**src/rtl/mmio_pkg.sv**
```systemverilog
// rtl/mmio_pkg.sv - address map, register offsets and field indices shared by data-bus peripherals
// Each peripheral owns a 32-byte window; registers are word-aligned within it.
package mmio_pkg;

  localparam logic [31:0] TIMER_BASE = 32'h4000_0000;
  localparam int unsigned WIN_LSB    = 5;

  localparam logic [4:0] OFF_TH      = 5'h00;
  localparam logic [4:0] OFF_TL      = 5'h04;
  localparam logic [4:0] OFF_TCON    = 5'h08;
  localparam logic [4:0] OFF_SYSTICK = 5'h0C;

  // Word indices as seen on Addr[4:2]
  localparam logic [2:0] IDX_TH      = OFF_TH[4:2];
  localparam logic [2:0] IDX_TL      = OFF_TL[4:2];
  localparam logic [2:0] IDX_TCON    = OFF_TCON[4:2];
  localparam logic [2:0] IDX_SYSTICK = OFF_SYSTICK[4:2];

  localparam int unsigned TCON_EN = 0;
  localparam int unsigned TCON_IE = 1;
  localparam int unsigned TCON_ST = 2;
  localparam int unsigned TCON_W  = 3;

  typedef struct packed {
    logic       hit;
    logic       rd;
    logic       wr;
    logic [2:0] idx;
  } bus_dec_t;

endpackage

```
**src/rtl/reload_counter.sv**
```systemverilog
// rtl/reload_counter.sv - TL up-counter with TH reload on overflow and bus write override
// ovf_o is high in the cycle where TL is all-ones while counting; the reload lands at the closing edge.
module reload_counter #(
  parameter int unsigned W = 32
) (
  input  logic         clk,
  input  logic         rst_n,
  input  logic         en_i,
  input  logic         th_we_i,
  input  logic         tl_we_i,
  input  logic [W-1:0] wdata_i,
  output logic [W-1:0] th_o,
  output logic [W-1:0] tl_o,
  output logic         ovf_o
);

  logic [W-1:0] th_q, th_d;
  logic [W-1:0] tl_q, tl_d;

  assign ovf_o = en_i && (tl_q == '1);
  assign th_o  = th_q;
  assign tl_o  = tl_q;

  always_comb begin
    th_d = th_q;
    tl_d = tl_q;
    if (th_we_i) th_d = wdata_i;
    // Reload reads th_q, so a TH store in the same cycle only affects the next reload
    if (tl_we_i)     tl_d = wdata_i;
    else if (ovf_o)  tl_d = th_q;
    else if (en_i)   tl_d = tl_q + W'(1);
  end

  always_ff @(posedge clk or negedge rst_n) begin
    if (!rst_n) begin
      th_q <= '0;
      tl_q <= '0;
    end else begin
      th_q <= th_d;
      tl_q <= tl_d;
    end
  end

endmodule

```
**src/rtl/irq_timer.sv**
```systemverilog
// rtl/irq_timer.sv - memory-mapped interval timer raising IRQ on TL overflow, masked in kernel mode
// Holds bus decode, TCON, SYSTICK, the read mux and IRQ gating; TL/TH live in reload_counter.
module irq_timer
  import mmio_pkg::*;
#(
  parameter logic [31:0] BASE_ADDR = TIMER_BASE,
  parameter int unsigned DATA_W    = 32
) (
  input  logic              clk,
  input  logic              reset,
  input  logic              MemRead,
  input  logic              MemWrite,
  input  logic [31:0]       Addr,
  input  logic [DATA_W-1:0] WriteData,
  output logic [DATA_W-1:0] ReadData,
  input  logic              Supervisor,
  output logic              IRQ
);

  bus_dec_t dec;

  logic [TCON_W-1:0] tcon_q, tcon_d;
  logic [DATA_W-1:0] systick_q, systick_d;
  logic [DATA_W-1:0] th, tl;
  logic              ovf;
  logic              th_we, tl_we, tcon_we;
  logic [DATA_W-1:0] rdata;
  logic              unused_addr;

  assign unused_addr = ^Addr[1:0];

  always_comb begin
    dec     = '0;
    dec.hit = (Addr[31:WIN_LSB] == BASE_ADDR[31:WIN_LSB]);
    dec.idx = Addr[4:2];
    dec.rd  = MemRead  & dec.hit;
    dec.wr  = MemWrite & dec.hit;
  end

  assign th_we   = dec.wr && (dec.idx == IDX_TH);
  assign tl_we   = dec.wr && (dec.idx == IDX_TL);
  assign tcon_we = dec.wr && (dec.idx == IDX_TCON);

  reload_counter #(.W(DATA_W)) u_counter (
    .clk     (clk),
    .rst_n   (reset),
    .en_i    (tcon_q[TCON_EN]),
    .th_we_i (th_we),
    .tl_we_i (tl_we),
    .wdata_i (WriteData),
    .th_o    (th),
    .tl_o    (tl),
    .ovf_o   (ovf)
  );

  // Overflow is applied after the store so a racing ST=0 write cannot lose an interrupt
  always_comb begin
    tcon_d = tcon_q;
    if (tcon_we) tcon_d = WriteData[TCON_W-1:0];
    if (ovf)     tcon_d[TCON_ST] = 1'b1;
  end

  assign systick_d = systick_q + DATA_W'(1);

  always_ff @(posedge clk or negedge reset) begin
    if (!reset) begin
      tcon_q    <= '0;
      systick_q <= '0;
    end else begin
      tcon_q    <= tcon_d;
      systick_q <= systick_d;
    end
  end

  always_comb begin
    rdata = '0;
    case (dec.idx)
      IDX_TH:      rdata = th;
      IDX_TL:      rdata = tl;
      IDX_TCON:    rdata = DATA_W'(tcon_q);
      IDX_SYSTICK: rdata = systick_q;
      default:     rdata = '0;
    endcase
  end

  assign ReadData = dec.rd ? rdata : '0;
  assign IRQ      = tcon_q[TCON_IE] & tcon_q[TCON_ST] & ~Supervisor;

endmodule

```
**config.mk**
```make
export PLATFORM = sky130hd
export DESIGN_NAME = irq_timer
export DESIGN_NICKNAME = d
export VERILOG_FILES = /design/src/rtl/mmio_pkg.sv /design/src/rtl/reload_counter.sv /design/src/rtl/irq_timer.sv
export SDC_FILE = /design/constraint.sdc
export NUM_CORES = 1
export LEC_CHECK = 0
export ABC_AREA = 1
export BUFFER_PORTS_ARGS = -buffer_cell sky130_fd_sc_hd__buf_2
export CAP_MARGIN = 30
export CORE_MARGIN = 3
export CORE_UTILIZATION = 50
export CTS_BUF_LIST = sky130_fd_sc_hd__clkbuf_8
export DETAILED_ROUTE_END_ITERATION = 16
export HOLD_SLACK_MARGIN = 0.15
export PLACE_DENSITY = 0.74
export SYNTH_ARGS = -nofsm -noshare
export SYNTH_HDL_FRONTEND = slang
export SYNTH_SLANG_ARGS = --single-unit
```
**constraint.sdc**
```tcl
create_clock -name clk -period 2.25 [get_ports clk]
set_input_delay 0.1125 -clock clk [delete_from_list [all_inputs] [get_ports clk]]
set_output_delay 0.1125 -clock clk [all_outputs]
set_load 0.05 [all_outputs]
```
# Word level (Yosys, flattened, before mapping)
# Index checks and enable logic that the tools add are counted.
# op_classes
add_sub_neg	2
bitwise_logic	5
n_lt_le_gt_ge	0
muxes	7
n_reduce_logical	7
div_mod_pow	0
multipliers	0
shift	0
n_eq_ne	5
# op_table
operator	count
2-to-1 mux 32 bit	4
case mux 32 bit (4 select lines)	1
adder 32 x 1 -> 32 bit (second input constant)	2
equality test 32 bit (second input constant)	1
equality test 27 x 26 -> 1 bit (second input constant)	1
equality test 3 x 2 -> 1 bit (second input constant)	2
bitwise AND 1 bit	4
logical AND 1 bit	4
equality test 3 x 1 -> 1 bit (second input constant)	1
logical NOT 3 bit	1
2-to-1 mux 3 bit	1
nonzero test 3 bit	1
nonzero test 2 bit	1
2-to-1 mux 1 bit	1
NOT 1 bit	1
# word_totals
ramBits	0
latchBits	0
in_bits	69
memories	0
register_bits	99
output_inout_bits	33
word_cells	31
mem_bits_ro	0

# Logic depth before layout (Yosys ltp)
# Gate-level depths: netlist of the first run.
# depth
depth_word	5
mapped_depth	12
depth_no_buf	12

# Modules after synthesis
# Synthesis of the first run repeated with hierarchy kept, for this count alone.
# unflattened
hier_cells	993
area_unflattened_um2	6841.6
# modules_own_cells
mod	area_per_inst_um2	n_inst	cells_each	seq_area_each_um2
reload_counter	4136.5	1	584	1601.5
irq_timer	2705.1	1	409	875.8

# Worst setup path after synthesis of the first run
# OpenSTA, ideal clock, no wires.
# synth_path
kind	input port to output port
startpoint	input Addr[28]
endpoint	output ReadData[10]
arrival_ns	1.780
n_path_buf	1
required_ns	2.138
path_slack_ns	0.357
cell_stages	8
path_cell_list	nor2_1 -> nand2_1 -> nor2_1 -> nand2_1 -> nor2_4 -> nand3_1 -> clkbuf_1 -> a31oi_1
# synth_between
elab_chain_len	3
# synth_rtl
item	line	text
start, declared	irq_timer.sv:13	input logic [31:0] Addr,
equality test 27 x 26 -> 1 bit	irq_timer.sv:34	dec.hit = (Addr[31:WIN_LSB] == BASE_ADDR[31:WIN_LSB]);
bitwise AND 1 bit	irq_timer.sv:36	dec.rd = MemRead & dec.hit;
2-to-1 mux 32 bit	irq_timer.sv:86	assign ReadData = dec.rd ? rdata : '0;
end, declared	irq_timer.sv:15	output logic [DATA_W-1:0] ReadData,
# No other way between the ends.

# Final worst setup path of the first run
# layout_path
startpoint	register u_counter.tl_q[0] (netlist: u_counter.tl_o[0])
endpoint	register u_counter.tl_q[15] (netlist: u_counter.tl_o[15])
# layout_between
elab_chain_len	4
elab_cells_between_ends	7
classes_between	add/sub: 1; eq/ne: 1; mux: 3; reduce/logical: 2
# layout_rtl
item	line	text
start, declared	reload_counter.sv:18	logic [W-1:0] tl_q, tl_d;
start signal, assigned	reload_counter.sv:40	tl_q <= tl_d;
adder 32 x 1 -> 32 bit / equality test 32 bit (equally long branches)	reload_counter.sv:31, reload_counter.sv:20	
2-to-1 mux 32 bit / logical AND 1 bit (equally long branches)	reload_counter.sv:31, reload_counter.sv:20	
2-to-1 mux 32 bit	reload_counter.sv:30	else if (ovf_o) tl_d = th_q;
2-to-1 mux 32 bit	reload_counter.sv:29	if (tl_we_i) tl_d = wdata_i;
# Parallel ways exist; a longest one is shown, timed or not. The select of a mux whose other input is x is not followed.
# A chain may end at the register's enable or synchronous reset.

==> run metrics, run 1 <==
total gr overflow 0; P per Cell Area 396.8 mW/mm2; largest net degree at the start of global routing 47; routed wire length around 22000 um; CTS sink cnt 99; LEAKAGE 0.003867 uW; crit-path max FO 11; Post-Syn Nets 1085; setup slack, reg-to-reg around 240 ps; crit path DAT 2310 ps; final hold violation count 0; MaxCap Viol Count 0; Avg Cell Area, Syn 6.740 um2; Final Setup Violations 0; setup ws final approximately 240 ps; CP Data Required Time about 2600 ps; fill count 1269; Initial DRC Count 643; Tcrit/Tclk final between 80% and 90%; Worst-path clk slew approximately 110 ps; Crit-path slowest cell dfrtp_1; crit path capture type register; global-route wire length before repair between 30000 and 40000 um; finished layout cell area 0.008134 mm2; fin. max-slew vios 0; unrepaired setup endpoints after global routing false; Setup Skew ~15 ps; crit path cell chain ha_1 -> nand2_2 -> nor2_4 -> nand2_4 -> nor2_8 -> nand3_2 -> nand3_1 -> nand2_1 -> nand2_1 -> nand3_1; cts repair resizes 0; Starting Density 51.40%; Total Nets Final 1217; Cell Area, Synth 0.006834 mm2; routed length per instance around 17 um; Worst-Margin Slew 644.8 ps; top-area cell type share of the netlist area 36.25%; number of buffers created by CTS 9; CTS tree done; Unique masters post-synth 35; die area 0.01511 mm2; DRC 0; Die Y around 120 um; YS warnings 0; I/O Pins approximately 100; Row Count 42; Slew headroom 57.01%; cell count after synthesis 1014; CTS H-tree lvls 3; number of diodes 0; startpoint types register; Synth area leader dfrtp_1; Crit path buffers/inverters 0; dpl hpwl around 16000 um; Die W about 120 um; r2r startpoint u_counter.tl_o[0]; Clock Latency Late Sink 410 ps; critical path class register to register; post-synthesis sequential area ratio 36.25%; initial antenna violation count 0; DP Worst Slack 313.8 ps; Worst VDD drop 0.0004446 V; Via density 5.603; Clock Path Buffers 2; GRT Overall Usage ~30%; crit path time final between 2000 and 2500 ps; Placed Area 0.007611 mm2; vias 7435; Hold Path Origin Addr[2]; share of post-route cells with drive strength above 1 approximately 16%; #FFs+latches synth 99; Detail Route Antenna Nets 0; Max Freq 0.4977 GHz; WHS 218.9 ps; vias in the first global route 7019; Crit path largest cell delay 420 ps; setup TNS 0 ps; clk root buf clkbuf_8; TritonRoute pass-1 iters 5; cell family with most CP delay simple AND/OR/NAND/NOR gates; Core ar. 0.01330 mm2; top cells by area, synth dfrtp_1, nand2_1, nand3_1; worst setup path startpoint u_counter.tl_o[0]; Hold Crit Class input port to register; routability congestion estimate approximately 0.98; post-CTS setup buffers 0; # port buffers 99; status complete, no violations; synthesis-to-finish area growth 19.02%
-- tightest hold or removal path: stages --
cell     delay (ps)
buf_2           110
nor2_1          100
nand3_1         150
nand2_1          60
nand2_1          60
-- flip-flops by register name, summed over array words and instances (netlist names) --
register / count
systick_q: 32
tcon_q: 3
u_counter.th_o: 32
u_counter.tl_o: 32
-- cells in the mapped netlist --
cell	count
a31oi_1	21
nand4_1	60
nor3_1	16
inv_1	90
buf_4	5
inv_2	7
a221oi_1	2
nor2_4	11
dfrtp_1	99
nor2_1	96
nand2_2	6
nor2_2	6
nor2_8	1
o21bai_1	1
o21ai_1	7
ha_1	2
nand3_4	1
nand3b_1	5
o21ai_0	31
o22ai_1	9
buf_6	2
nand2_1	346
nand3_2	5
nand2_4	2
and2_0	1
a21oi_1	8
xnor2_1	12
a41oi_1	1
nand3_1	91
clkbuf_1	18
xor2_1	29
buf_1	3
clkinv_1	6
buf_2	13
nor3b_1	1
-- metrics by stage --
stage          power, uW  utilization (%)  instances
2_1_floorplan       1868                -       1014
3_3_place_gp        2014            57.25       1278
3_5_place_dp        2017            57.25       1278
4_1_cts             3243            61.18       1327
5_1_grt             3334            61.18       1327
6_report            3228            61.18       1327
-- final cells by class --
cell class              instances  area [um2]  share of cell area, %
flip-flops and latches         99        2477                  30.46
clock inverters                 7       68.82                 0.8460
well taps                     176       220.2                  2.707
inverters                     103       386.6                  4.753
repair buffers                162        1091                  13.41
multi-input cells             771        3766                  46.30
clock buffers                   9       123.9                  1.523
-- routing by layer --
layer  global-route usage (%)  part of all wire, %  vias to the layer above
met3                    7.045                  8.1                       53
met2                    46.91                   44                      347
li1                         -                    -                     3556
met4                    12.88                  4.0                        0
met5                        0                    0                        -
met1                    42.70                   43                     3479
-- logic make-up after synthesis --
| group | after synthesis | synth area share (%) |
|---|---|---|
| DFF | 99 | 36.25 |
| and+or+nand+nor | 648 | 42.88 |
| xor gates and xnor gates | 41 | 5.254 |
| adders and majority gates | 2 | 0.3661 |
| AOI/OAI and AO/OA | 80 | 6.609 |
| buffers and inverters | 144 | 8.641 |
-- power breakdown --
| part | internal [uW] | switching [uW] |
|---|---|---|
| clock network | 512 | 689 |
| registers | 1780 | 0.0813 |
| logic | 109 | 140 |
-- path summary, 6_finish.rpt --
check,end,depth (start not counted)
min in group asynchronous,systick_q[29],2
setup / recovery,u_counter.tl_o[15],10
hold / removal,tcon_q[1],5
max in group asynchronous,systick_q[16],3
setup reg to reg,u_counter.tl_o[15],10
hold reg to reg,systick_q[31],1
-- timing repair --
item	CTS	global route
hold buffers	33	0
endpoints found under the setup margin	0	0
endpoints found under the hold margin	110	0
-- cells in the final DEF, fill, tap and decap left out, drive strengths merged --
cell	instances
nand2	354
clkinv	9
buf	129
dlygate4sd3	33
xor2	29
ha	2
nor2	114
clkinvlp	1
clkbuf	9
o22ai	9
nand4	60
nand3b	5
bufinv	1
dfrtp	99
nand3	97
a41oi	1
a31oi	21
o21ai	38
nor3	16
and2	1
a21oi	8
inv	99
a221oi	2
o21bai	1
xnor2	12
nor3b	1
(Power assumes the default switching activity.)
==> run 2: changes to the inputs <==
--- a/config.mk
+++ b/config.mk
@@ -12,6 +12,7 @@
 export CORE_UTILIZATION = 50
 export CTS_BUF_LIST = sky130_fd_sc_hd__clkbuf_8
 export DETAILED_ROUTE_END_ITERATION = 16
+export GPL_TIMING_DRIVEN = 0
 export HOLD_SLACK_MARGIN = 0.15
 export PLACE_DENSITY = 0.74
 export SYNTH_ARGS = -nofsm -noshare
==> run 2 against run 1 <==
  * Via count grew 2.3%
  * Largest cell class unchanged
  * Worst setup slack worse by 120 ps
  * Die area stayed put
==> run metrics, run 2 (synthesized netlist as in run 1, its figures left out) <==
Clk network pwr share 38.5% (was 37.2%); Clock Latency Late Sink 390 ps (was 410 ps); commonest non-fill, non-tap cell in the layout nand2_1 (unchanged); met2 GRT Util 50.84% (was 46.91%); Seq pwr share 53.9% (was 55.1%); Hold Crit Class input port to asynchronous set/reset pin (was input port to register); crit path capture type primary output (was register); MaxCap Viol Count 0 (unchanged); crit path cell chain buf_2 -> nor2_1 -> nand2_1 -> buf_2 -> inv_1 -> clkbuf_2 -> nand2_1 -> a31oi_1 -> buf_2 (was ha_1 -> nand2_2 -> nor2_4 -> nand2_4 -> nor2_8 -> nand3_2 -> nand3_1 -> nand2_1 -> nand2_1 -> nand3_1); routability congestion estimate 0.9917 (was 0.9790); die area 0.01511 mm2 (unchanged); DRC 0 (unchanged); cell family with most CP delay buffers and inverters (was simple AND/OR/NAND/NOR gates); Core ar. 0.01330 mm2 (unchanged); GRT met1 Usage 45.50% (was 42.70%); Worst VDD drop 0.0003469 V (was 0.0004446 V); share of post-route cells with drive strength above 1 15.26% (was 15.90%); Detail Route Antenna Nets 0 (unchanged); synthesis-to-finish area growth 18.78% (was 19.02%); Crit path largest cell delay 380 ps (was 420 ps); commonest non-fill, non-tap cells in the layout nand2_1, buf_2, dfrtp_1 (was nand2_1, dfrtp_1, buf_2); Worst-Margin Slew 729.2 ps (was 644.8 ps); Die Y 122.9 um (unchanged); Final Setup Violations 0 (unchanged); status complete, no violations (unchanged); number of diodes 0 (unchanged); most frequent CP cell buf_2; grt peak-use layer met2 (unchanged); net load switching power 800.8 uW (was 828.9 uW); Total Nets Final 1228 (was 1217); CTS tree done (unchanged); Util after Layout 61.06% (was 61.18%); routed length per instance 18.41 um (was 16.89 um); vias in the first global route 7119 (was 7019); Row Count 42 (unchanged); initial antenna violation count 0 (unchanged); routed wire length 24600 um (was 22410 um); # port buffers 98 (was 99); crit path time final 2126 ps (was 2009 ps); Setup Skew 22.49 ps (was 15.07 ps); Final Total Pwr 3297 uW (was 3228 uW); vias 7606 (was 7435); clk root buf clkbuf_8 (unchanged); P per Cell Area 406.1 mW/mm2 (was 396.8 mW/mm2); total gr overflow 0 (unchanged); final hold violation count 0 (unchanged); DP Worst Slack -107.0 ps (was 313.8 ps); TritonRoute pass-1 iters 5 (unchanged); Starting Density 51.40% (unchanged); P_int 2496 uW (was 2399 uW); WHS 253.1 ps (was 218.9 ps); post-CTS setup buffers 0 (unchanged); r2r startpoint systick_q[0] (was u_counter.tl_o[0]); Worst-path clk slew 110 ps (about the same); startpoint types input port (was register); grt met3 use 7.319% (was 7.045%); Comb power frac 7.5% (was 7.7%); number of buffers created by CTS 9 (unchanged); crit-path max FO 10 (was 11); crit path DAT 2010 ps (was 2310 ps); Crit path buffers/inverters 5 (was 0); I/O Pins 102 (unchanged); fin. max-slew vios 0 (unchanged); CP Data Required Time 2140 ps (was 2550 ps); Crit-path slowest cell clkbuf_2 (was dfrtp_1); setup ws final 124.2 ps (was 241.0 ps); unrepaired setup endpoints after global routing false (unchanged); critical path class input port to primary output (was register to register); Net Sw Frac 24.29% (was 25.68%); Slew headroom 51.39% (was 57.01%); setup TNS 0 ps (unchanged); LEAKAGE 0.003852 uW (was 0.003867 uW); worst setup path startpoint Addr[3] (was u_counter.tl_o[0]); Tcrit/Tclk final 94.48% (was 89.29%); largest net degree at the start of global routing 59 (was 47); Max Freq 0.4704 GHz (was 0.4977 GHz); global-route wire length before repair 37720 um (was 35980 um); GRT Overall Usage 33.26% (was 30.90%); dpl hpwl 18570 um (was 16400 um); Initial DRC Count 833 (was 643); Clock Path Buffers 2 (unchanged); CTS sink cnt 99 (unchanged); Via density 5.693 (was 5.603); Die W 122.9 um (unchanged); CTS H-tree lvls 3 (unchanged); setup slack, reg-to-reg 170 ps (was 240 ps)
[run 2: cell count changes in the layout (fill, tap and decap cells not counted), sizes merged]
cell,change
clkbuf,+19
inv,-1
clkinv,-1
buf,-8
bufinv,+1
clkinvlp,-1
[run 2: cell type report]
type,count,area (um2)
Buffer,41,209.0
Clock inverter,5,78.83
Tap cell,176,220.2
Inverter,103,386.6
Clock buffer,9,123.9
Fill cell,1262,5177
Timing Repair Buffer,132,850.8
Multi-Input combinational cell,771,3771
Sequential cell,99,2477
[run 2: final timing paths]
check | end | cells past startpoint
hold reg to reg | systick_q[31] | 1
setup / recovery | ReadData[18] | 9
hold / removal | systick_q[16] | 2
setup reg to reg | systick_q[20] | 12
max in group asynchronous | u_counter.th_o[14] | 3
min in group clk | u_counter.tl_o[17] | 5
[run 2: power by group through the flow]
| stage | combinational (uW) | clock, uW | sequential, uW |
|---|---|---|---|
| final | 248 | 1270 | 1780 |
| after global routing | 271 | 1350 | 1780 |
| after CTS | 246 | 1280 | 1780 |
| after detailed placement | 202 | 0 | 1810 |
| after global placement | 194 | 0 | 1810 |
| after floorplan | 54.1 | 0 | 1810 |
[run 2: stage by stage]
step	instances	area [um2]
5_1_grt	1336	8118
3_3_place_gp	1288	7545
6_report	1336	8118
4_1_cts	1336	8109
3_5_place_dp	1289	7575
2_1_floorplan	1014	6834
[run 2: per-layer routing]
metal	share of wire, %	vias up
li1	-	3579
met1	42	3496
met2	44	452
met3	10	79
met4	4.3	0
met5	0	-
[run 2: worst reg2reg max path, cell delays in order (launching register included)]
cell and delay (ps):
dfrtp_1 520, ha_1 240, nand2_1 70, nor2_2 130, nand2_2 130, inv_2 100, nand3_2 140, nor2_4 180
nand2_1 110, nor2_2 170, nand2_1 70, nand2_1 50, nand2_1 40
[run 2: repair_timing]
action / in CTS / in global routing
cloned: 0 / 0
resized for setup: 1 / 6
hold endpoints to repair: 107 / 0
setup endpoints to repair: 2 / 13
hold buffers: 33 / 0
